## src/rtl/scan_decoder_pkg.sv

```systemverilog
// Shared types and helpers for the scan_decoder block: FSM state encoding and
// the select-width to output-width mapping.
package scan_decoder_pkg;

    typedef enum logic {
        IDLE = 1'b0,
        SCAN = 1'b1
    } state_t;

    function automatic int unsigned out_width(input int unsigned n_sel);
        return 32'd1 << n_sel;
    endfunction

endpackage

```

## src/rtl/scan_decoder_onehot_dec.sv

```systemverilog
// Combinational N-to-2^N one-hot decoder; one output bit per select value.
module onehot_dec
    import scan_decoder_pkg::*;
#(
    parameter int N_SEL  = 3,
    localparam int OUT_W = out_width(N_SEL)
) (
    input  logic [N_SEL-1:0] sel_i,
    output logic [OUT_W-1:0] y_o
);

    for (genvar gi = 0; gi < OUT_W; gi++) begin : g_line
        localparam logic [N_SEL-1:0] LINE_IDX = gi;
        assign y_o[gi] = (sel_i == LINE_IDX);
    end

endmodule

```

## src/rtl/scan_decoder.sv

```systemverilog
// Registered one-hot line decoder with direct mode and an auto-scan mode that
// walks the active line through every output with a programmable dwell.
module scan_decoder
    import scan_decoder_pkg::*;
#(
    parameter int N_SEL   = 3,
    parameter int DWELL_W = 8,
    localparam int OUT_W  = out_width(N_SEL)
) (
    input  logic               clk,
    input  logic               rst_n,
    input  logic               en_i,
    input  logic               mode_i,
    input  logic [N_SEL-1:0]   sel_i,
    input  logic [DWELL_W-1:0] dwell_i,
    input  logic               start_i,
    output logic [OUT_W-1:0]   y_o,
    output logic [N_SEL-1:0]   idx_o,
    output logic               busy_o,
    output logic               wrap_o
);

    state_t               state_q, state_d;
    logic [N_SEL-1:0]     idx_q, idx_d;
    logic [DWELL_W-1:0]   cnt_q, cnt_d;
    logic [OUT_W-1:0]     y_q, y_d;
    logic                 wrap_q, wrap_d;

    logic [N_SEL-1:0]     dec_sel;
    logic [OUT_W-1:0]     dec_y;
    logic [N_SEL-1:0]     idx_inc;
    logic                 load_y;

    onehot_dec #(
        .N_SEL (N_SEL)
    ) u_dec (
        .sel_i (dec_sel),
        .y_o   (dec_y)
    );

    assign idx_inc = idx_q + 1'b1;

    always_comb begin
        state_d = state_q;
        idx_d   = idx_q;
        cnt_d   = cnt_q;
        wrap_d  = 1'b0;
        dec_sel = sel_i;
        load_y  = 1'b0;

        if (!en_i) begin
            load_y = 1'b0;
        end else if (!mode_i) begin
            state_d = IDLE;
            idx_d   = sel_i;
            load_y  = 1'b1;
        end else if (state_q == IDLE) begin
            if (start_i) begin
                state_d = SCAN;
                idx_d   = sel_i;
                cnt_d   = dwell_i;
                load_y  = 1'b1;
            end
        end else if (y_q == '0) begin
            // In SCAN an all-zero y only follows a pause: re-show the held
            // line with a fresh dwell rather than stepping.
            dec_sel = idx_q;
            cnt_d   = dwell_i;
            load_y  = 1'b1;
        end else if (cnt_q == '0) begin
            dec_sel = idx_inc;
            idx_d   = idx_inc;
            cnt_d   = dwell_i;
            wrap_d  = (idx_q == '1);
            load_y  = 1'b1;
        end else begin
            dec_sel = idx_q;
            cnt_d   = cnt_q - 1'b1;
            load_y  = 1'b1;
        end

        y_d = load_y ? dec_y : '0;
    end

    always_ff @(posedge clk or negedge rst_n) begin
        if (!rst_n) begin
            state_q <= IDLE;
            idx_q   <= '0;
            cnt_q   <= '0;
            y_q     <= '0;
            wrap_q  <= 1'b0;
        end else begin
            state_q <= state_d;
            idx_q   <= idx_d;
            cnt_q   <= cnt_d;
            y_q     <= y_d;
            wrap_q  <= wrap_d;
        end
    end

    assign y_o    = y_q;
    assign idx_o  = idx_q;
    assign busy_o = (state_q == SCAN);
    assign wrap_o = wrap_q;

endmodule
```

## config.mk

```make
export PLATFORM = sky130hd
export DESIGN_NAME = scan_decoder
export DESIGN_NICKNAME = d
export VERILOG_FILES = /design/src/rtl/scan_decoder_pkg.sv /design/src/rtl/scan_decoder_onehot_dec.sv /design/src/rtl/scan_decoder.sv
export SDC_FILE = /design/constraint.sdc
export NUM_CORES = 1
export LEC_CHECK = 0
export ABC_AREA = 1
export CAP_MARGIN = 20
export CELL_PAD_IN_SITES_DETAIL_PLACEMENT = 0
export CELL_PAD_IN_SITES_GLOBAL_PLACEMENT = 1
export CORE_MARGIN = 2
export CORE_UTILIZATION = 32
export DETAILED_ROUTE_END_ITERATION = 8
export GPL_TIMING_DRIVEN = 0
export HOLD_SLACK_MARGIN = 0.03
export PLACE_DENSITY = 0.8
export SYNTH_ARGS = -nofsm -noshare
export SYNTH_HDL_FRONTEND = slang
export SYNTH_SLANG_ARGS = --single-unit
```

## constraint.sdc

```tcl
create_clock -name clk -period 1.6 [get_ports clk]
set_input_delay 0.32 -clock clk [delete_from_list [all_inputs] [get_ports clk]]
set_output_delay 0.32 -clock clk [all_outputs]
set_load 0.05 [all_outputs]
```

==> results of run 1 <==
-- flip-flops by register name (all words and copies together), names as in the netlist --
register and flops:
wrap_o 1, y_o 8, cnt_q 8, busy_o 1, idx_o 3
-- final timing paths --
path	start	end	slack [ns]	cells past startpoint
min in group asynchronous	rst_n	cnt_q[4]$_DFFE_PN0P_	0.58	1
max	cnt_q[0]$_DFFE_PN0P_	cnt_q[6]$_DFFE_PN0P_	-0.07	10
max reg2reg	cnt_q[0]$_DFFE_PN0P_	cnt_q[6]$_DFFE_PN0P_	-0.07	10
min	en_i	busy_o$_DFFE_PN0P_	0.34	2
max in group asynchronous	rst_n	y_o[4]$_DFF_PN0_	0.36	1
min reg2reg	idx_o[2]$_DFFE_PN0P_	idx_o[2]$_DFFE_PN0P_	0.56	2
-- cells in the final DEF, fill, tap and decap left out, types with 5 or more instances in the layout --
| cell type | count |
|---|---|
| nand3_1 | 11 |
| o21ai_0 | 8 |
| nor2_2 | 8 |
| xor2_1 | 5 |
| o21ai_1 | 5 |
| inv_1 | 21 |
| nand2_2 | 13 |
| buf_4 | 8 |
| nand2_1 | 25 |
| nor2_1 | 15 |
| dlygate4sd2_1 | 13 |
| clkdlybuf4s50_1 | 14 |
| dfrtp_1 | 18 |
-- stage by stage --
step | area (sq um) | instances | setup slack (ns) | hold slack (ns)
after CTS | 1630 | 244 | 0.00310 | 0.329
after floorplan | 1230 | 162 | 0.00390 | 0.0244
after global routing | 1770 | 251 | -0.166 | 0.350
after global placement | 1560 | 237 | -0.194 | 0.501
final | 1770 | 251 | -0.0692 | 0.341
after detailed placement | 1560 | 237 | -0.216 | 0.535
-- timing repair --
item / CTS / global route
setup endpoints to repair: 31 / 15
buffers inserted: 3 / 6
endpoints found under the hold margin: 0 / 0
pin swaps: 2 / 12
gates resized for setup: 18 / 31
cloned: 0 / 1
-- critical path: cells and delay by family (launching register included) --
family	cells	cell delay (ns)
adders and majority gates	1	0.16
DFF	1	0.39
and+or+nand+nor	4	0.41
buffers and inverters	3	0.35
AOI/OAI and AO/OA	2	0.24
-- layout make-up --
class	count	area [sq um]	area share, %
Buffer	2	12.5	0.709
Clock buffer	3	41.3	2.34
Clock inverter	1	5.00	0.283
Inverter	25	96.3	5.46
Multi-Input combinational cell	114	684	38.8
Sequential cell	21	529	30.0
Tap cell	48	60.1	3.40
Timing Repair Buffer	36	329	18.6
Timing Repair inverter	1	7.51	0.425
-- kinds of logic after synthesis --
logic type	after synthesis
flip-flops	21
AND/OR/NAND/NOR	83
AO/OA/AOI/OAI	23
buffers and inverters	27
adder cells (fa/ha/maj)	3
XOR/XNOR	5
-- power by group through the flow --
stage | Clock, W | Sequential (W) | Combinational, W
3_3_place_gp | 0 | 0.000653 | 0.000493
2_1_floorplan | 0 | 0.000720 | 0.000282
5_1_grt | 0.000373 | 0.000658 | 0.000650
4_1_cts | 0.000345 | 0.000648 | 0.000517
6_report | 0.000341 | 0.000648 | 0.000585
3_5_place_dp | 0 | 0.000657 | 0.000501
-- metal layers --
metal	vias up	global-route usage (%)	wire, microns
li1	596	-	-
met1	553	17.4	1320
met2	19	23.2	1450
met3	4	1.70	75
met4	0	5.61	42
met5	-	0	0
==> results_dict.tcl, run 1 <==
set metrics [dict create \
    status "finished with violations" \
    violations "negative setup slack" \
    cts_tree "done" \
    vias_per_cell 4.67 \
    vias 1172 \
    track_usage_pct 13.6 \
    hold_viol 0 \
    grt_remaining_overflow 0 \
    grt_pass1_vias 1130 \
    power_w 0.00157 \
    clk_latency_ns 0.26 \
    hp-class "input pin to register" \
    critPathSlowestCell "dfrtp_1" \
    ys_warn_count 0 \
    pwr-share-seq_pct 41.2 \
    antenna_found_initial 0 \
    maxCapViolCount 0 \
    synth_nets 181 \
    place.detailed.hpwl_mm 2.09 \
    synth-seq-cells 21 \
    intPower_w 0.000995 \
    synthArstFlopShare_pct 100 \
    yosysMostFrequentCell "nand2_1" \
    end_kind "register" \
    finalSetupTns_ns -0.460 \
    fin_crit_ns 1.67 \
    syn_to_final_growth_pct 43.8 \
    drt_pass1_iterations 4 \
    synth_top_family_by_area "simple AND/OR/NAND/NOR gates" \
    synth-simple-area-share_pct 31.5 \
    drtIter0Drc 28 \
    hold_buffers 0 \
    fillers 364 \
    synth_top_area_cell "dfrtp_1" \
    synth_adder_area_share_pct 3.06 \
    p_switching_w 0.000580 \
    synthCells 162 \
    n_antenna_cell 0 \
    drive_above_1_share_pct 28.6 \
    portBuffers 27 \
    crit_fanout 6 \
    power.leakage_nw 0.886 \
    cts_buffers 3 \
    vdd_drop_max_mv 0.427 \
    synthTopCellsByCount "36 x nand2_1, 23 x inv_1, 22 x nor2_1" \
    drtAntennaViolNets 0 \
    die_x_microns 65.9 \
    relSlewSlack_pct 36.5 \
    power_density_nw_per_um2 892 \
    post_drt_wl_per_cell_microns 11.5 \
    cts.sinks 21 \
    setup.worst_path.start_class "register" \
    switching_share_pct 36.8 \
    synth_top_area_share_pct 42.8 \
    worst_pin_slew_ns 0.949 \
    clkSlewWorstSetupHoldPaths_ns 0.08 \
    max_freq_mhz 599 \
    totalWireLength_mm 2.88 \
    synth_compound_area_share_pct 10.4 \
    critical_path_class "register to register" \
    fp.coreArea_sq_um 3660 \
    synth_ff_type "dfrtp_1" \
    setup_slack_ns -0.0692 \
    grt_pass1_wl_mm 4.64 \
    initial_utilization_pct 33.5 \
    avgSynthCellArea_sq_um 7.58 \
    nets 223 \
    grt_max_degree 22 \
    synth_edf_count 0 \
    critical_path_required_ns 1.73 \
    place_congestion 0.798 \
    cts_buffer_depth 2 \
    p_comb_share_pct 37.2 \
    rsz0062_at_grt "yes" \
    num_rows 22 \
    drc 0 \
    finalCritPeriodShare_pct 104 \
    htreeDepth 1 \
    slowest_delay_ns 0.39 \
    arrival_ns 1.80 \
    netlist_area_sq_um 1230 \
    slew_viol_final 0 \
    synthDistinctLibCells 24 \
    cts_root_buf "clkbuf_8" \
    synth_area_leaders "dfrtp_1 43%, nand2_1 11%, inv_1 7.0%" \
    worstPathCellList "inv_2 > ha_4 > nand3_4 > nor2_8 > buf_6 > nor2_2 > nand2_4 > clkinvlp_4 > o21ai_2 > o22ai_1" \
    yosysSeqAreaShare_pct 42.8 \
    clockPowerShare_pct 21.7 \
    fp.dieH_microns 65.9 \
    setup_viol 13 \
    ioPinCount 29 \
    dieArea_sq_um 4350 \
    synth_xor_area_share_pct 3.57 \
    post-route-util_pct 48.2 \
    skew_ns 0.00893 \
    synth_mux_area_share_pct 0 \
]
(Power assumes the default switching activity.)
==> inputs of run 2 (changes only) <==
--- a/constraint.sdc
+++ b/constraint.sdc
@@ -3,2 +3,2 @@
 set_output_delay 0.32 -clock clk [all_outputs]
-set_load 0.05 [all_outputs]
+set_load 0.005 [all_outputs]
==> run 2 against run 1 <==
The flow still finishes with violations (negative setup slack). Via count down 1.3%. Clock power grew 4%. Routed wire length decreased by 2.2%. Core utilization barely moved. Non-clock buffer count is 1 lower. Sequential power hardly changed. Largest cell class unchanged. Largest power group unchanged.
==> results_dict.tcl, run 2 (synthesized netlist as in run 1, its figures left out) <==
set metrics [dict create \
    cts_root_buf "clkbuf_8" \
    finalCritPeriodShare_pct 101 \
    initial_utilization_pct 33.5 \
    drt_pass1_iterations 4 \
    cp-startpoint "cnt_q[0]$_DFFE_PN0P_" \
    place.detailed.hpwl_mm 2.13 \
    power_density_nw_per_um2 859 \
    rrSetupSlack_ns -0.02 \
    fp.coreArea_sq_um 3660 \
    rsz0062_at_grt "yes" \
    worstReg2RegStart "cnt_q[0]$_DFFE_PN0P_" \
    htreeDepth 1 \
    antenna_found_initial 0 \
    post_drt_wl_per_cell_microns 11.3 \
    r2r_end "cnt_q[3]$_DFFE_PN0P_" \
    clkSlewWorstSetupHoldPaths_ns 0.08 \
    nets 221 \
    cts.sinks 21 \
    setup.worst_path.start_class "register" \
    grt_pass1_vias 1193 \
    layout_commonest_cell "clkdlybuf4s50_1" \
    grt_remaining_overflow 0 \
    violations "negative setup slack" \
    ioPinCount 29 \
    drive_above_1_share_pct 24.4 \
    vias 1157 \
    die_x_microns 65.9 \
    setup_viol 6 \
    grt_max_degree 22 \
    max_freq_mhz 616 \
    fp.dieH_microns 65.9 \
    maxCapViolCount 0 \
    dieArea_sq_um 4350 \
    hold_buffers 0 \
    drc 0 \
    clk_latency_ns 0.27 \
    cts_buffers 3 \
    end_kind "register" \
    drtAntennaViolNets 0 \
    cts_buffer_depth 2 \
    portBuffers 27 \
    track_usage_pct 14.7 \
    r2r_cells 12 \
    hp-class "input pin to asynchronous set/reset pin" \
    arrival_ns 1.78 \
    slew_viol_final 0 \
    place_ws_ns -0.221 \
    hold_viol 0 \
    layout_common_cells "27 x clkdlybuf4s50_1, 25 x nand2_1, 21 x inv_1, 21 x dfrtp_1, 18 x nor2_1" \
    endpoint "cnt_q[3]$_DFFE_PN0P_" \
    drtIter0Drc 37 \
    skew_ns 0.00884 \
    fin_crit_ns 1.62 \
    n_antenna_cell 0 \
    post-route-util_pct 48.3 \
    cts_tree "done" \
    num_rows 22 \
    vdd_drop_max_mv 0.288 \
    vias_per_cell 4.65 \
    status "finished with violations" \
    worst_pin_slew_ns 0.416 \
    critical_path_class "register to register" \
    power.leakage_nw 0.835 \
    grt_pass1_wl_mm 4.93 \
    critical_path_required_ns 1.76 \
    setup_slack_ns -0.0238 \
    crit_fanout 9 \
    totalWireLength_mm 2.82 \
    relSlewSlack_pct 72.3 \
    syn_to_final_growth_pct 43.9 \
    place_congestion 0.817 \
]
==> run 2: power by group <==
| part | internal, W | leakage, nW | total [W] | switching, W |
|---|---|---|---|---|
| clock | 0.000174 | 0.0255 | 0.000355 | 0.000181 |
| sequential | 0.000596 | 0.270 | 0.000645 | 0.0000490 |
| combinational | 0.000236 | 0.539 | 0.000518 | 0.000281 |
==> run 2: worst min path at each step <==
stage	startpoint	end	slack (ns)	cells past startpoint
final	rst_n	cnt_q[0]$_DFFE_PN0P_	0.27	1
after global routing	rst_n	cnt_q[0]$_DFFE_PN0P_	0.27	1
after CTS	en_i	busy_o$_DFFE_PN0P_	0.31	2
after detailed placement	cnt_q[5]$_DFFE_PN0P_	cnt_q[5]$_DFFE_PN0P_	0.51	2
after global placement	cnt_q[5]$_DFFE_PN0P_	cnt_q[5]$_DFFE_PN0P_	0.51	2
after floorplan	rst_n	busy_o$_DFFE_PN0P_	0.02	0
==> run 2: critical path, stage by stage, from the launching register on <==
cell	delay, ns
dfrtp_1	0.39
inv_2	0.09
ha_4	0.16
nand3_4	0.09
nor2_8	0.17
buf_6	0.11
nor2_1	0.03
nand2_2	0.11
inv_4	0.08
nor2_2	0.08
nor2_1	0.04
o21ai_0	0.07
o21ai_1	0.08
==> run 2: layer usage <==
| layer | vias up | part of all wire (%) | GRT usage (%) |
|---|---|---|---|
| li1 | 590 | - | - |
| met1 | 539 | 44 | 18.5 |
| met2 | 23 | 51 | 24.9 |
| met3 | 5 | 2.8 | 1.87 |
| met4 | 0 | 2.2 | 6.89 |
| met5 | - | 0 | 0 |
==> run 2: metrics by stage <==
stage / TNS, ns / total power [W] / cells / hold WS (ns) / area [sq um]
3_3_place_gp: -2.27 / 0.00107 / 237 / 0.506 / 1560
2_1_floorplan: 0 / 0.000927 / 162 / 0.0244 / 1230
3_5_place_dp: -2.52 / 0.00108 / 237 / 0.508 / 1560
5_1_grt: -1.85 / 0.00162 / 249 / 0.274 / 1770
4_1_cts: 0 / 0.00147 / 244 / 0.313 / 1640
6_report: -0.0852 / 0.00152 / 249 / 0.266 / 1770
==> run 2: final cells by class <==
class	count	area [sq um]
Buffer	2	12.5
Clock buffer	3	41.3
Clock inverter	1	5.00
Fill cell	368	1890
Inverter	25	96.3
Multi-Input combinational cell	114	668
Sequential cell	21	526
Tap cell	48	60.1
Timing Repair Buffer	35	358
==> run 2: repair_timing <==
| item | 4_1_cts | 5_1_grt |
|---|---|---|
| endpoints found under the setup margin | 19 | 17 |
| hold endpoints to repair | 0 | 0 |
| resized for setup | 5 | 29 |
| cloned | 0 | 0 |
| buffers inserted | 3 | 4 |
| pin swaps | 3 | 7 |
